File: src/rtl/alu_pkg.sv
// ALU shared types and constants.
// Shift/rotate op codes and widths.
package alu_pkg;

  localparam int W  = 16;
  localparam int SW = 4;

  typedef logic [2:0] op_t;

  localparam op_t OP_ROL = 3'b000;
  localparam op_t OP_ROR = 3'b001;
  localparam op_t OP_SLL = 3'b010;
  localparam op_t OP_SRL = 3'b011;
  localparam op_t OP_SRA = 3'b100;

endpackage

File: src/rtl/shift_issue_stage_rotator16.sv
// 16-bit combinational log rotator.
// Four conditional stages of 1, 2, 4, 8.
module rotator16
  import alu_pkg::*;
(
  input  logic [SW-1:0] shift,
  input  logic          lr,
  input  logic [W-1:0]  in,
  output logic [W-1:0]  out
);

  logic [W-1:0] s0;
  logic [W-1:0] s1;
  logic [W-1:0] s2;
  logic [W-1:0] s3;

  // Each stage rotates by its power of two when enabled.
  always_comb begin
    s0 = in;
    if (shift[0])
      s0 = lr ? {in[14:0], in[15]}
              : {in[0], in[15:1]};
    s1 = s0;
    if (shift[1])
      s1 = lr ? {s0[13:0], s0[15:14]}
              : {s0[1:0], s0[15:2]};
    s2 = s1;
    if (shift[2])
      s2 = lr ? {s1[11:0], s1[15:12]}
              : {s1[3:0], s1[15:4]};
    s3 = s2;
    if (shift[3])
      s3 = lr ? {s2[7:0], s2[15:8]}
              : {s2[7:0], s2[15:8]};
    out = s3;
  end

endmodule

File: src/rtl/shift_issue_stage.sv
// Shift/rotate issue stage: operand reg,
// rotator + fill mask, result/flag reg.
module shift_issue_stage
  import alu_pkg::*;
(
  input  logic          clk,
  input  logic          rst_n,
  input  logic          in_valid,
  output logic          in_ready,
  input  logic [2:0]    in_op,
  input  logic [SW-1:0] in_amt,
  input  logic [W-1:0]  in_data,
  output logic          out_valid,
  input  logic          out_ready,
  output logic [W-1:0]  out_data,
  output logic          out_carry,
  output logic          out_zero,
  output logic          out_neg,
  output logic          out_err
);

  logic          s1_valid_q, s1_valid_d;
  op_t           s1_op_q, s1_op_d;
  logic [SW-1:0] s1_amt_q, s1_amt_d;
  logic [W-1:0]  s1_data_q, s1_data_d;

  logic          s2_valid_q, s2_valid_d;
  logic [W-1:0]  s2_data_q, s2_data_d;
  logic          s2_carry_q, s2_carry_d;
  logic          s2_zero_q, s2_zero_d;
  logic          s2_neg_q, s2_neg_d;
  logic          s2_err_q, s2_err_d;

  logic          advance;
  logic          accept;
  logic          lr;
  logic [W-1:0]  rot;
  logic [W-1:0]  lo_m;
  logic [W-1:0]  hi_m;
  logic [W-1:0]  res;
  logic          carry;
  logic          err;
  logic [SW-1:0] l_idx;
  logic [SW-1:0] r_idx;

  rotator16 u_rot (
    .shift (s1_amt_q),
    .lr    (lr),
    .in    (s1_data_q),
    .out   (rot)
  );

  // Handshake: S1 frees when it advances into S2.
  always_comb begin
    advance  = s1_valid_q &&
               (!s2_valid_q || out_ready);
    in_ready = !s1_valid_q || advance;
    accept   = in_valid && in_ready;
  end

  // Fill mask, carry and error from S1.
  always_comb begin
    lr    = (s1_op_q == OP_ROL) ||
            (s1_op_q == OP_SLL);
    lo_m  = ~({W{1'b1}} << s1_amt_q);
    hi_m  = ~({W{1'b1}} >> s1_amt_q);
    l_idx = 4'd0 - s1_amt_q;
    r_idx = s1_amt_q - 4'd1;
    res   = rot;
    carry = 1'b0;
    err   = 1'b0;
    if (s1_amt_q != '0)
      carry = lr ? s1_data_q[l_idx]
                 : s1_data_q[r_idx];
    unique case (1'b1)
      (s1_op_q == OP_ROL),
      (s1_op_q == OP_ROR): res = rot;
      (s1_op_q == OP_SLL): res = rot & ~lo_m;
      (s1_op_q == OP_SRL): res = rot & ~hi_m;
      (s1_op_q == OP_SRA):
        res = s1_data_q[15] ? (rot | hi_m)
                            : (rot & ~hi_m);
      default: begin
        res   = s1_data_q;
        carry = 1'b0;
        err   = 1'b1;
      end
    endcase
  end

  // Next-state for both pipeline stages.
  always_comb begin
    s1_valid_d = s1_valid_q;
    s1_op_d    = s1_op_q;
    s1_amt_d   = s1_amt_q;
    s1_data_d  = s1_data_q;
    s2_valid_d = s2_valid_q;
    s2_data_d  = s2_data_q;
    s2_carry_d = s2_carry_q;
    s2_zero_d  = s2_zero_q;
    s2_neg_d   = s2_neg_q;
    s2_err_d   = s2_err_q;
    if (advance)
      s1_valid_d = 1'b0;
    if (accept) begin
      s1_valid_d = 1'b1;
      s1_op_d    = in_op;
      s1_amt_d   = in_amt;
      s1_data_d  = in_data;
    end
    if (out_ready)
      s2_valid_d = 1'b0;
    if (advance) begin
      s2_valid_d = 1'b1;
      s2_data_d  = res;
      s2_carry_d = carry;
      s2_zero_d  = (res == '0);
      s2_neg_d   = res[15];
      s2_err_d   = err;
    end
  end

  // Pipeline registers, cleared by async reset.
  always_ff @(posedge clk or negedge rst_n) begin
    if (!rst_n) begin
      s1_valid_q <= 1'b0;
      s1_op_q    <= OP_ROL;
      s1_amt_q   <= '0;
      s1_data_q  <= '0;
      s2_valid_q <= 1'b0;
      s2_data_q  <= '0;
      s2_carry_q <= 1'b0;
      s2_zero_q  <= 1'b0;
      s2_neg_q   <= 1'b0;
      s2_err_q   <= 1'b0;
    end else begin
      s1_valid_q <= s1_valid_d;
      s1_op_q    <= s1_op_d;
      s1_amt_q   <= s1_amt_d;
      s1_data_q  <= s1_data_d;
      s2_valid_q <= s2_valid_d;
      s2_data_q  <= s2_data_d;
      s2_carry_q <= s2_carry_d;
      s2_zero_q  <= s2_zero_d;
      s2_neg_q   <= s2_neg_d;
      s2_err_q   <= s2_err_d;
    end
  end

  assign out_valid = s2_valid_q;
  assign out_data  = s2_data_q;
  assign out_carry = s2_carry_q;
  assign out_zero  = s2_zero_q;
  assign out_neg   = s2_neg_q;
  assign out_err   = s2_err_q;

endmodule

File: config.mk
export PLATFORM = sky130hd
export DESIGN_NAME = shift_issue_stage
export DESIGN_NICKNAME = d
export VERILOG_FILES = /design/src/rtl/alu_pkg.sv /design/src/rtl/shift_issue_stage_rotator16.sv /design/src/rtl/shift_issue_stage.sv
export SDC_FILE = /design/constraint.sdc
export NUM_CORES = 1
export LEC_CHECK = 0
export ABC_AREA = 1
export BUFFER_PORTS_ARGS = -buffer_cell sky130_fd_sc_hd__buf_2
export CAP_MARGIN = 40
export CORE_UTILIZATION = 35
export DETAILED_ROUTE_END_ITERATION = 7
export GPL_TIMING_DRIVEN = 0
export HOLD_SLACK_MARGIN = 0.05
export SYNTH_ARGS = -nofsm -noshare
export SYNTH_HDL_FRONTEND = slang
export SYNTH_SLANG_ARGS = --single-unit
File: constraint.sdc
create_clock -name clk -period 3.04 [get_ports clk]
set_clock_uncertainty 0.05 [all_clocks]
set_input_delay 0.608 -clock clk [delete_from_list [all_inputs] [get_ports clk]]
set_output_delay 0.608 -clock clk [all_outputs]
set_load 0.05 [all_outputs]
Word-level counts from Yosys, hierarchy flattened
Index checks and enable logic that the tools add are counted.

Register bits after elaboration: 45. Output and inout bits: 22. Word-level logic and storage cells: 62.

Add/sub/neg operators: 2. Order comparisons: 2. Eq/ne operators: 4. Shifts and indexed selects: 2. Muxes and demuxes: 21. Bitwise logic cells: 7. Reductions and logical operators: 14.

Operators with widths (number): $mux W16 (8); $not A16 Y16 (4); $pmux W16 S4 (1); $and A16 B16 Y16 (2); $logic_not A16 Y1 (1); $or A16 B16 Y16 (1); $shl A16 B4 Y16 const A (1); $shr A16 B4 Y16 const A (1); $lt A4 B5 Y1 const B (2); $mux W1 (10); $bmux W1 S4 (2); $eq A3 B2 Y1 const B (2); $reduce_or A5 Y1 (1); $reduce_bool A2 Y1 (2); $reduce_bool A4 Y1 (1); $sub A1 B4 Y4 const A (1); $sub A4 B1 Y4 const B (1); $eq A3 B1 Y1 const B (1); $eq A3 B3 Y1 const B (1); $logic_not A3 Y1 (1); $logic_or A1 B1 Y1 (3); $logic_and A1 B1 Y1 (2); $logic_not A1 Y1 (2); $reduce_or A2 Y1 (1).

Longest topological paths before layout
Depth after elaboration: 13. Depth in mapped cells: 21. Mapped depth without buffers: 20.

Cells and area by module
Synthesis repeated with hierarchy kept, for this count alone.

Cell total of the unflattened synthesis: 724. Area, all modules: 4302.9 um^2.

Modules (own cells, without submodules): shift_issue_stage (instances 1, cells an instance 419, area an instance 2874.0 um^2, seq. area each 1101.1 um^2); rotator16 (instances 1, cells an instance 305, area an instance 1428.9 um^2, seq. area each 0.0 um^2).

Worst setup path before layout
No wires, ideal clock.

Path kind: reg2reg. From: register s1_amt_q[0]. To: register s2_zero_q (netlist: out_zero). Setup time: 0.118 ns. Data arrival time: 2.567 ns. Required time: 2.872 ns. Setup slack: 0.305 ns. Stages on the path, launching flop included: 20. Buffers on the path: 4. Period minus slack after synthesis: 2.735 ns. Path through: dfrtp_1 > buf_2 > clkinv_1 > buf_2 > clkbuf_1 > buf_2 > ha_1 > inv_1 > ha_1 > or2_2 > o221ai_1 > nand3_1 > nand2_1 > nand2_1 > nand2_1 > clkinv_1 > nand2_1 > nor2_1 > nand2_1 > nand2_1.

Word-level cells in the longest chain between the ends: 10.

Ends and longest elaborated chain: start, declared (RTL line shift_issue_stage.sv:24) `logic [SW-1:0] s1_amt_q, s1_amt_d;`; start signal, assigned (RTL line shift_issue_stage.sv:139) `s1_amt_q <= s1_amt_d;`; $mux W16 (RTL line shift_issue_stage_rotator16.sv:20) `if (shift[0])`; $mux W16 (RTL line shift_issue_stage_rotator16.sv:25) `s1 = lr ? {s0[13:0], s0[15:14]}`; $mux W16 (RTL line shift_issue_stage_rotator16.sv:24) `if (shift[1])`; $mux W16 (RTL line shift_issue_stage_rotator16.sv:29) `s2 = lr ? {s1[11:0], s1[15:12]}`; $mux W16 (RTL line shift_issue_stage_rotator16.sv:28) `if (shift[2])`; $mux W16 (RTL line shift_issue_stage_rotator16.sv:32) `if (shift[3])`; $and A16 B16 Y16 or $or A16 B16 Y16 (tied branches) (RTL line shift_issue_stage.sv:79, shift_issue_stage.sv:82, shift_issue_stage.sv:81); $mux W16 (RTL line shift_issue_stage.sv:81) `res = s1_data_q[15] ? (rot | hi_m)`; $pmux W16 S4 (*) (RTL line shift_issue_stage.sv:75) `unique case (1'b1)`; $logic_not A16 Y1 (*) (RTL line shift_issue_stage.sv:117) `s2_zero_d = (res == '0);`; end signal, assigned (RTL line shift_issue_stage.sv:144) `s2_zero_q <= s2_zero_d;`; end, declared (RTL line shift_issue_stage.sv:30) `logic s2_zero_q, s2_zero_d;`.

Mark *: on every way between the ends. The rest lies on a longest branch, timed or not. A chain may end at the register's enable or synchronous reset.

Worst setup path after layout
From: register s1_op_q[2]. To: register s2_zero_q (netlist: out_zero).

Word-level cells in the longest chain between the ends: 13.

Ends and longest elaborated chain: start, declared (RTL line shift_issue_stage.sv:23) `op_t s1_op_q, s1_op_d;`; start signal, assigned (RTL line shift_issue_stage.sv:138) `s1_op_q <= s1_op_d;`; $eq A3 B2 Y1 or $logic_not A3 Y1 (tied branches); $logic_or A1 B1 Y1 (RTL line shift_issue_stage.sv:63) `lr = (s1_op_q == OP_ROL) ||`; $mux W16 (RTL line shift_issue_stage_rotator16.sv:21) `s0 = lr ? {in[14:0], in[15]}`; $mux W16 (RTL line shift_issue_stage_rotator16.sv:20); $mux W16 (RTL line shift_issue_stage_rotator16.sv:25); $mux W16 (RTL line shift_issue_stage_rotator16.sv:24); $mux W16 (RTL line shift_issue_stage_rotator16.sv:29); $mux W16 (RTL line shift_issue_stage_rotator16.sv:28); $mux W16 (RTL line shift_issue_stage_rotator16.sv:32); $and A16 B16 Y16 or $or A16 B16 Y16 (tied branches) (RTL line shift_issue_stage.sv:79, shift_issue_stage.sv:82, shift_issue_stage.sv:81); $mux W16 (RTL line shift_issue_stage.sv:81); $pmux W16 S4 (*) (RTL line shift_issue_stage.sv:75); $logic_not A16 Y1 (*) (RTL line shift_issue_stage.sv:117).

Marked as above.

==> impl_metrics.py <==
metrics = {
    "outcome": {
        "outcome": "completed",
    },
    "clock_tree": {
        "cts_buffers": 5,
        "tritoncts": "built",
        "hold_buffers": 0,
        "cts_sinks": 44,
        "clkSlewWorstSetupHoldPaths_ns": 0.07,
        "clock_latency_ns": 0.29,
        "cts_setup_buffers": 0,
        "root_buffer": "clkbuf_16",
        "clock_path_buffers": 2,
        "cts.htree.levels": 2,
    },
    "synth": {
        "yosysWarnings": 0,
        "yosysSeqAreaShare_pct": 25.8,
        "synth_edf_count": 0,
        "synthMostInstantiatedCell": "nand2_1",
        "syn_inst": 683,
        "synthFlopType": "dfrtp_1",
        "synth.distinct_cells": 31,
        "yosysTopAreaCellShare_pct": 25.8,
        "synth_area_leaders": "dfrtp_1, nand2_1, nand3_1",
        "syn_area_um2": 4270,
        "async_reset_ff_share_pct": 100,
        "syn-num-nets": 714,
        "ys_seq_elements": 44,
        "synth_top_cell_by_area": "dfrtp_1",
        "postSynthAreaPerCell_um2": 6.25,
        "synthTopCellsByCount": "nand2_1, nand3_1, nor2_1, dfrtp_1, inv_1",
    },
    "layout": {
        "synthToLayoutAreaGrowth_pct": 14.7,
        "fin_cells": 882,
        "nets": 769,
        "nFillCells": 1277,
        "diodes": 0,
        "layout-drive-gt1-share_pct": 18.4,
    },
    "timing": {
        "grt_setup_unrepaired": "no",
        "slew_headroom_pct": 60.9,
        "fin_tns_setup_ns": 0,
        "fin_ws_ns": 0.227,
        "setup_viol": 0,
        "drv_slew": 0,
        "finalHoldWorstSlack_ns": 0.0908,
        "finalHoldViolCount": 0,
        "period_share_pct": 92.5,
        "worst_pin_slew_ns": 0.584,
        "fin_crit_ns": 2.81,
        "max_freq_mhz": 355,
    },
    "global_route": {
        "grt-ovfl-total": 0,
        "grt_pass1_vias": 4819,
        "antenna_found_initial": 0,
        "grt_max_degree": 39,
        "grt_pass1_wl_um": 26200,
        "grt_usage_pct": 27.1,
    },
    "power": {
        "vdd_drop_max_mv": 0.597,
        "finalPower_w": 0.00382,
        "power_density_nw_per_um2": 781,
        "p_leak_nw": 2.53,
    },
    "setup_path": {
        "worstPathMaxFanout": 10,
        "crit_type": "register to register",
        "cp-end-kind": "register",
        "worst_ep_arrival_time_ns": 2.95,
        "worstPathRequired_ns": 3.18,
        "worstSetupStartpointType": "register",
    },
    "drt": {
        "drc": 0,
        "vias": 5008,
        "ant_nets": 0,
        "drtPass1Iterations": 5,
        "drt-initial-drc-count": 424,
        "drt-total-wl_um": 16800,
        "post_drt_via_cell_ratio": 5.68,
        "wire_per_inst_um": 19.0,
    },
    "floorplan": {
        "pin_count": 49,
        "core_area_um2": 11700,
        "die_h_um": 112,
        "chipWidth_um": 112,
        "start_util_pct": 36.6,
        "std_cell_rows": 39,
        "die-area_um2": 12600,
    },
    "place": {
        "dp_hpwl_um": 13400,
        "gp_congestion": 0.969,
        "dp_worst_setup_slack_ns": -0.361,
        "io_buffers": 48,
        "place_inst": 875,
    },
    "run": {
        "max_cap_viol_count": 0,
    },
    "min_path": {
        "min_path_type": "input port to asynchronous set/reset pin",
    },
}
==> kinds of logic after synthesis <==
kind of cell,Yosys count,synth area share (%)
AND/OR/NAND/NOR,447,49.3
AO/OA/AOI/OAI,100,13.9
buffers and inverters,87,9.67
XOR/XNOR,1,0.205
adder cells (fa/ha/maj),4,1.17
flip-flops,44,25.8
==> per-layer routing <==
metal | wire length [µm] | GRT usage (%)
met5 | 0 | 0
met1 | 7830 | 37.7
met3 | 1280 | 3.94
met4 | 429 | 9.33
met2 | 7270 | 42.9
==> registers in the layout (all words and copies together) (netlist names) <==
| signal | count |
|---|---|
| out_err | 1 |
| out_data | 16 |
| s1_op_q | 3 |
| s1_data_q | 16 |
| s1_valid_q | 1 |
| out_carry | 1 |
| out_valid | 1 |
| s1_amt_q | 4 |
| out_zero | 1 |
==> placed cells by master (no fill, tap or decap), drive strengths merged, types with 6 or more instances in the layout <==
cell | Yosys | layout
dfrtp | 44 | 44
nand2 | 221 | 221
buf | 33 | 82
a31oi | 6 | 6
a21oi | 38 | 38
o211ai | 13 | 13
clkbuf | 10 | 14
inv | 42 | 44
o21ai | 31 | 31
nand3 | 160 | 160
nor2 | 65 | 65
==> metrics by stage <==
stage	util (%)	instance area, µm²
after floorplan	-	4270
after global placement	40.2	4690
after detailed placement	40.4	4710
after CTS	41.8	4880
after global routing	42.0	4900
final	42.0	4900
==> layout make-up <==
type | count | area [µm²] | area share [%]
Buffer | 42 | 262 | 5.34
Clock buffer | 5 | 125 | 2.55
Clock inverter | 3 | 46.3 | 0.945
Inverter | 44 | 168 | 3.42
Multi-Input combinational cell | 552 | 2760 | 56.3
Sequential cell | 44 | 1100 | 22.5
Tap cell | 143 | 179 | 3.65
Timing Repair Buffer | 49 | 260 | 5.31
==> what timing repair did <==
item,CTS,global route
setup endpoints to repair,4,3
hold endpoints to repair,0,0
resized for setup,3,11
==> final timing paths <==
path                                               from                   endpoint  slack [ns]  cells after the start
worst max register to register   s1_op_q[2]$_DFFE_PN0P_       out_zero$_DFFE_PN0P_        0.23                     15
max in group asynchronous                         rst_n  s1_data_q[10]$_DFFE_PN0P_        2.39                      2
min in group clk                out_data[1]$_DFFE_PN0P_    out_data[1]$_DFFE_PN0P_        0.43                      2
worst max-delay path             s1_op_q[2]$_DFFE_PN0P_       out_zero$_DFFE_PN0P_        0.23                     15
worst min register to register  out_data[1]$_DFFE_PN0P_    out_data[1]$_DFFE_PN0P_        0.43                      2
worst min-delay path                              rst_n    out_data[4]$_DFFE_PN0P_        0.09                      1
==> critical path, cell delays in order, from the launching register on <==
cell	delay, ns
dfrtp_1	0.41
inv_2	0.10
nand3_2	0.15
buf_6	0.16
buf_6	0.18
nand2_1	0.09
nor2_2	0.31
inv_1	0.24
o21ai_0	0.28
nand3_1	0.18
a21oi_1	0.25
nor2_1	0.06
nand2_1	0.08
nor2_1	0.04
nand2_1	0.06
nand2_1	0.04
==> power by group <==
group          switching (W)  total [W]  leakage (nW)  internal, W
Clock               0.000250   0.000641        0.0804     0.000391
Combinational        0.00165    0.00230          1.94     0.000650
Sequential          0.000145   0.000881         0.507     0.000736
Total                0.00205    0.00382          2.53      0.00178
(Power assumes the default switching activity.)
